===== src/rtl/tri_ramp_generator.sv =====
// Phase-accumulator waveform generator: triangle, saw up, saw down or square.
// Optional amplitude-scaling stage when TRI_GEN_AMPLITUDE_EN is defined.
module tri_ramp_generator #(
  parameter int DATA_W  = 12,
  parameter int PHASE_W = 24
) (
  input  logic               clk,
  input  logic               rst_n,
  input  logic               enable,
  input  logic               phase_clr,
  input  logic [PHASE_W-1:0] tuning_word,
  input  logic [1:0]         mode_req,
  input  logic [DATA_W-1:0]  amp,
  output logic [DATA_W-1:0]  wave_out,
  output logic               out_valid,
  output logic               sync_out
);

  typedef enum logic [1:0] {
    MODE_TRI    = 2'b00,
    MODE_SAW_UP = 2'b01,
    MODE_SAW_DN = 2'b10,
    MODE_SQUARE = 2'b11
  } mode_t;

  logic [PHASE_W-1:0] acc;
  logic [PHASE_W:0]   acc_sum;
  logic               wrap;
  logic               period_start;
  mode_t              mode_q;

  logic [DATA_W-1:0]  s0_phase;
  mode_t              s0_mode;
  logic               s0_sync;
  logic               s0_valid;

  logic [DATA_W-1:0]  shape;
  logic [DATA_W-1:0]  s1_wave;
  logic               s1_sync;
  logic               s1_valid;

  assign acc_sum = {1'b0, acc} + {1'b0, tuning_word};
  assign wrap    = phase_clr | (enable & acc_sum[PHASE_W]);

  // NOTE: sequential state uses non-blocking assignments so every register
  // samples pre-edge values regardless of process evaluation order.
  always_ff @(posedge clk or negedge rst_n) begin
    if (!rst_n) begin
      acc <= '0;
    end else if (phase_clr) begin
      acc <= '0;
    end else if (enable) begin
      acc <= acc_sum[PHASE_W-1:0];
    end
  end

  // Mode only changes at a period boundary; the flag marks that the next
  // sampled phase is the first of a new period and must carry sync.
  always_ff @(posedge clk or negedge rst_n) begin
    if (!rst_n) begin
      mode_q       <= MODE_TRI;
      period_start <= 1'b0;
    end else if (wrap) begin
      mode_q       <= mode_t'(mode_req);
      period_start <= 1'b1;
    end else if (enable) begin
      period_start <= 1'b0;
    end
  end

  // Stage 0 captures the phase before this cycle's increment.
  always_ff @(posedge clk or negedge rst_n) begin
    if (!rst_n) begin
      s0_phase <= '0;
      s0_mode  <= MODE_TRI;
      s0_sync  <= 1'b0;
      s0_valid <= 1'b0;
    end else begin
      s0_valid <= enable;
      if (enable) begin
        s0_phase <= acc[PHASE_W-1 -: DATA_W];
        s0_mode  <= mode_q;
        s0_sync  <= period_start;
      end
    end
  end

  // NOTE: assign a default before the case so no path leaves the output
  // unassigned, which would infer a latch.
  always_comb begin
    shape = '0;
    case (s0_mode)
      MODE_TRI:    shape = s0_phase[DATA_W-1] ? {~s0_phase[DATA_W-2:0], 1'b1}
                                              : { s0_phase[DATA_W-2:0], 1'b0};
      MODE_SAW_UP: shape = s0_phase;
      MODE_SAW_DN: shape = ~s0_phase;
      MODE_SQUARE: shape = {DATA_W{s0_phase[DATA_W-1]}};
    endcase
  end

  always_ff @(posedge clk or negedge rst_n) begin
    if (!rst_n) begin
      s1_wave  <= '0;
      s1_sync  <= 1'b0;
      s1_valid <= 1'b0;
    end else begin
      s1_valid <= s0_valid;
      s1_sync  <= s0_valid & s0_sync;
      if (s0_valid) begin
        s1_wave <= shape;
      end
    end
  end

`ifdef TRI_GEN_AMPLITUDE_EN
  logic [2*DATA_W-1:0] product;
  logic [DATA_W-1:0]   s2_wave;
  logic                s2_sync;
  logic                s2_valid;

  assign product = {{DATA_W{1'b0}}, s1_wave} * {{DATA_W{1'b0}}, amp};

  always_ff @(posedge clk or negedge rst_n) begin
    if (!rst_n) begin
      s2_wave  <= '0;
      s2_sync  <= 1'b0;
      s2_valid <= 1'b0;
    end else begin
      s2_valid <= s1_valid;
      s2_sync  <= s1_sync;
      if (s1_valid) begin
        s2_wave <= product[2*DATA_W-1:DATA_W];
      end
    end
  end

  assign wave_out  = s2_wave;
  assign out_valid = s2_valid;
  assign sync_out  = s2_sync;
`else
  logic unused_amp;
  assign unused_amp = ^amp;

  assign wave_out  = s1_wave;
  assign out_valid = s1_valid;
  assign sync_out  = s1_sync;
`endif

endmodule


===== config.mk =====
export PLATFORM = sky130hd
export DESIGN_NAME = tri_ramp_generator
export DESIGN_NICKNAME = d
export VERILOG_FILES = /design/src/rtl/tri_ramp_generator.sv
export SDC_FILE = /design/constraint.sdc
export NUM_CORES = 1
export LEC_CHECK = 0
export ABC_CLOCK_PERIOD_IN_PS = 2800
export BUFFER_PORTS_ARGS = -buffer_cell sky130_fd_sc_hd__buf_4
export CORE_ASPECT_RATIO = 1.2
export CORE_MARGIN = 4
export CORE_UTILIZATION = 50
export DETAILED_ROUTE_END_ITERATION = 8
export GPL_TIMING_DRIVEN = 0
export HOLD_SLACK_MARGIN = 0.05
export PLACE_DENSITY = 0.83
export SETUP_SLACK_MARGIN = 0.2
export SLEW_MARGIN = 15
export SYNTH_ARGS = -nofsm -noshare
export SYNTH_HDL_FRONTEND = slang
export SYNTH_SLANG_ARGS = --single-unit

===== constraint.sdc =====
create_clock -name clk -period 2.8 [get_ports clk]
set_clock_uncertainty 0.1 [all_clocks]
set_input_delay 0.28 -clock clk [delete_from_list [all_inputs] [get_ports clk]]
set_output_delay 0.28 -clock clk [all_outputs]
set_load 0.05 [all_outputs]

# Word level (Yosys, flattened, before mapping)
# Index checks and enable logic that the tools add are counted.
[classes] mul=0 order_cmp=0 n_reduce_logical=3 muxes=6 bitwise_logic=5 shifts=0 div=0 eq_ne=3 addsub=1
[op_table] operator="24-bit two-way mux" count=2
[op_table] operator="12-bit case mux with 4 select lines" count=1
[op_table] operator="24-bit by 24-bit adder with 25-bit output" count=1
[op_table] operator="12-bit two-way mux" count=1
[op_table] operator="12-bit NOT" count=1
[op_table] operator="11-bit NOT" count=1
[op_table] operator="2-bit == test, second input constant" count=2
[op_table] operator="2-bit nonzero test" count=2
[op_table] operator="1-bit bitwise AND" count=2
[op_table] operator="2-bit by 1-bit == test with 1-bit output, second input constant" count=1
[op_table] operator="2-bit zero test" count=1
[op_table] operator="1-bit two-way mux" count=2
[op_table] operator="1-bit bitwise OR" count=1
[word_totals] reg_bits=57 mem_bits_rw=0 inputBits=42 latchBits=0 n_memories=0 out_inout_bits=14 elab_cells=28 mem_bits_ro=0

# Logic depth before layout (Yosys ltp)
[logic_depth] ltp_word=4 ltp_mapped=9 ltp_nobuf=9

# Least setup slack after synthesis
# Ideal clock, no wire load.
[synth_timing] path_type="register -> register" from="register acc[0]" to="register acc[20]" path_buffers=0 synth_period_minus_slack_ps=2428 stages_incl_launch_ff=10 slack_ps=372 arrival_time_ps=2207 required_time_ps=2578 setup_time_ps=122 path_cell_list="dfrtp_1 ha_1 fa_1 a21oi_1 o211a_1 o32ai_4 o21ai_2 a21oi_1 or3_1 a32o_1"
[synth_via] elab_chain_len=3
[synth_lines] element="from (decl)" line_no="26" text="logic [PHASE_W-1:0] acc;"
[synth_lines] element="from (signal assigned)" line_no="53" text="acc <= acc_sum[PHASE_W-1:0];"
[synth_lines] element="24-bit by 24-bit adder with 25-bit output" line_no="42" text="assign acc_sum = {1'b0, acc} + {1'b0, tuning_word};"
[synth_lines] element="24-bit two-way mux" line_no="52" text="end else if (enable) begin"
[synth_lines] element="24-bit two-way mux" line_no="50" text="end else if (phase_clr) begin"
# No other way between the ends. The select of a mux whose other input is x is not followed.
# A chain may end at the register's enable or synchronous reset.

# Worst setup path in the final report
# Ends and elaborated chain as after synthesis.

==> reports/qor.yml <==
die:
  die_h_um: 103
  rows: 34
  num_io_pins: 56
  initial_core_util_pct: 51.5
  core_um2: 7270
  die_w_um: 87.0
  die_area_um2: 8940
synth:
  synthMostInstantiatedCell: "dfrtp_1"
  synth.top_cells.by_area: "dfrtp_1 38%, ha_1 8.0%, nor2_1 5.5%, mux2_2 4.5%, xor2_1 3.5%"
  ys_types: 54
  syn_area_um2: 3740
  synth_common_cells: "57 x dfrtp_1, 55 x nor2_1, 24 x ha_1"
  synth_area_leader_cell: "dfrtp_1"
  yosysWarningCount: 0
  synth_nets: 452
  synth_top_area_share_pct: 38.1
  synth_seq_area_share_pct: 38.1
  avgSynthCellArea_um2: 9.72
  synth-async-reset-ratio_pct: 100
  netlist_instances: 385
  ys.flop_type: "dfrtp_1"
  synth_edf_count: 0
  synth_seq_cells: 57
drt:
  drc: 0
  via_per_inst: 5.79
  detail-route-antenna-nets: 0
  wl_per_cell_um: 16.0
  num_vias: 3116
  wirelength_um: 8620
  initialDrtViolationCount: 168
  drtPass1Iterations: 4
clocking:
  path_clk_slew_ps: 70
  clk_latency_ps: 350
  clk_path_buf_depth: 2
  cts_root_buf: "clkbuf_8"
  cts.sinks: 57
  cts_tree: "done"
  cts_made_buffers: 9
  cts_max_level: 3
hold_path:
  hold_class: "in2reg"
layout:
  nNetsFinal: 510
  multiInputGateArea_um2: 2200
  register_area_um2: 1430
  num_antenna_cells: 0
  drive_gt1_share_pct: 21.2
  fin_cells: 538
  area_delta_synth_final_pct: 18.1
  n_fill_cell: 632
timing:
  hold_violations: 0
  fin_crit_ps: 2550
  finalMaxSlewViolations: 0
  fmax_mhz: 392
  finalSetupViolCount: 0
  grt_setup_unrepaired: "yes"
  tns_ps: 0
  fin_crit_sh_pct: 91.2
  relSlewSlack_pct: 52.4
  tightest_slew_ps: 714
  setup_ws_ps: 246
global_routing:
  antenna_found_initial: 0
  grt_pass1_vias: 3236
  grt_pass1_wl_um: 14200
  grt_use_total_pct: 20.5
  grt_start_max_net_pins: 58
  gr-total-overflow: 0
setup_path:
  cp.arrival_ps: 2690
  crit_type: "reg2reg"
  endpoint_kind: "flip-flop"
  crit_fanout: 4
  cp-start-kind: "flip-flop"
  cp.required_ps: 2940
pwr:
  power.leakage_nw: 2.16
  ir_drop_v: 0.000477
  power_density_nw_per_um2: 744
place:
  dp_slack_ps: 126
  dp_cells: 518
  gp_congestion: 0.948
  io_buffers: 43
  dp_hpwl_um: 6400
job:
  max_cap_violations: 0
outcome:
  status: "completed"
[per-layer routing]
| metal | global-route usage, % | up-vias | share of wire, % |
|---|---|---|---|
| met3 | 5.44 | 18 | 5.0 |
| li1 | - | 1526 | - |
| met1 | 22.3 | 1485 | 41 |
| met4 | 8.03 | 0 | 1.9 |
| met2 | 37.8 | 87 | 52 |
| met5 | 0 | - | 0 |
[area by class of cell]
class	count	share of cell area [%]
clock inverter	5	1.25
buffer	24	2.15
inverter	9	0.764
timing repair buffer	47	8.15
multi-input combinational	295	49.7
clock buffer	11	3.20
sequential	57	32.3
tap	90	2.55
[stage by stage]
step	total power [mW]	cell area, um^2	util (%)	hold WS (ps)
finish	3.29	4420	60.8	62.5
global route	3.49	4420	60.8	50.1
CTS	3.30	4410	60.6	51.2
detailed placement	2.50	4180	57.4	262
global placement	2.45	4180	57.4	261
floorplan	2.15	3740	-	-116
[worst paths after layout]
path                                    startpoint               endpoint  slack, ps  cells after the start
worst min-delay path                   mode_req[1]  mode_q[1]$_DFFE_PN0P_         60                      2
worst min register to register  s0_valid$_DFF_PN0_    out_valid$_DFF_PN0_        270                      0
max in group asynchronous                    rst_n     acc[7]$_DFFE_PN0P_       1690                      2
worst max register to register  acc[0]$_DFFE_PN0P_    acc[20]$_DFFE_PN0P_        250                      9
min in group asynchronous                    rst_n  mode_q[1]$_DFFE_PN0P_        430                      2
worst max-delay path            acc[0]$_DFFE_PN0P_    acc[20]$_DFFE_PN0P_        250                      9
[state kept, by name, summed over array words and instances, names as in the netlist, 2 cells and up]
signal,flops
wave_out,12
acc,24
s0_mode,2
s0_phase,12
mode_q,2
[critical path, stage by stage (launching register included)]
cell and delay, ps:
dfrtp_1 380, ha_1 210, fa_2 370, a21oi_2 200, o211a_1 220, o32ai_4 110, o21ai_2 160, a21oi_1 130
or3_1 330, a32o_1 250
[cells in the final DEF (no fill, tap or decap), types with 4 or more instances in the layout]
master,count
a21oi_1,22
ha_1,23
dfrtp_1,57
xnor2_1,13
a21o_1,10
nand3b_1,4
buf_4,44
inv_1,9
a22o_1,8
clkbuf_1,16
nor2b_1,4
nor2_1,55
buf_1,5
o21ai_0,7
nand4_1,5
nand3_1,5
clkbuf_8,10
nand2_1,15
a31oi_1,11
mux2_2,15
o211ai_1,11
xor2_1,15
mux2i_1,8
a211oi_1,9
a211o_1,13
[cells by family after synthesis]
family / synth area share (%)
XOR/XNOR: 6.55
multiplexers: 7.45
buffers and inverters: 3.44
adder cells (fa/ha/maj): 8.56
AND/OR/NAND/NOR: 12.1
AO/OA/AOI/OAI: 23.8
flip-flops: 38.1
[power by group]
part / switching, mW / internal, mW / leakage (nW) / total [mW]
clock network: 0.351 / 0.432 / 0.0953 / 0.783
logic: 0.835 / 0.563 / 1.35 / 1.40
registers: 0.123 / 0.987 / 0.718 / 1.11
total: 1.31 / 1.98 / 2.16 / 3.29
[repair_timing]
action,in CTS,in global routing
hold buffers,3,0
setup endpoints to repair,3,3
hold endpoints to repair,59,0
resized for setup,1,2
setup buffers,0,1
cloned,0,0
pin swaps,0,2
Power figures use the tool's default switching activity.
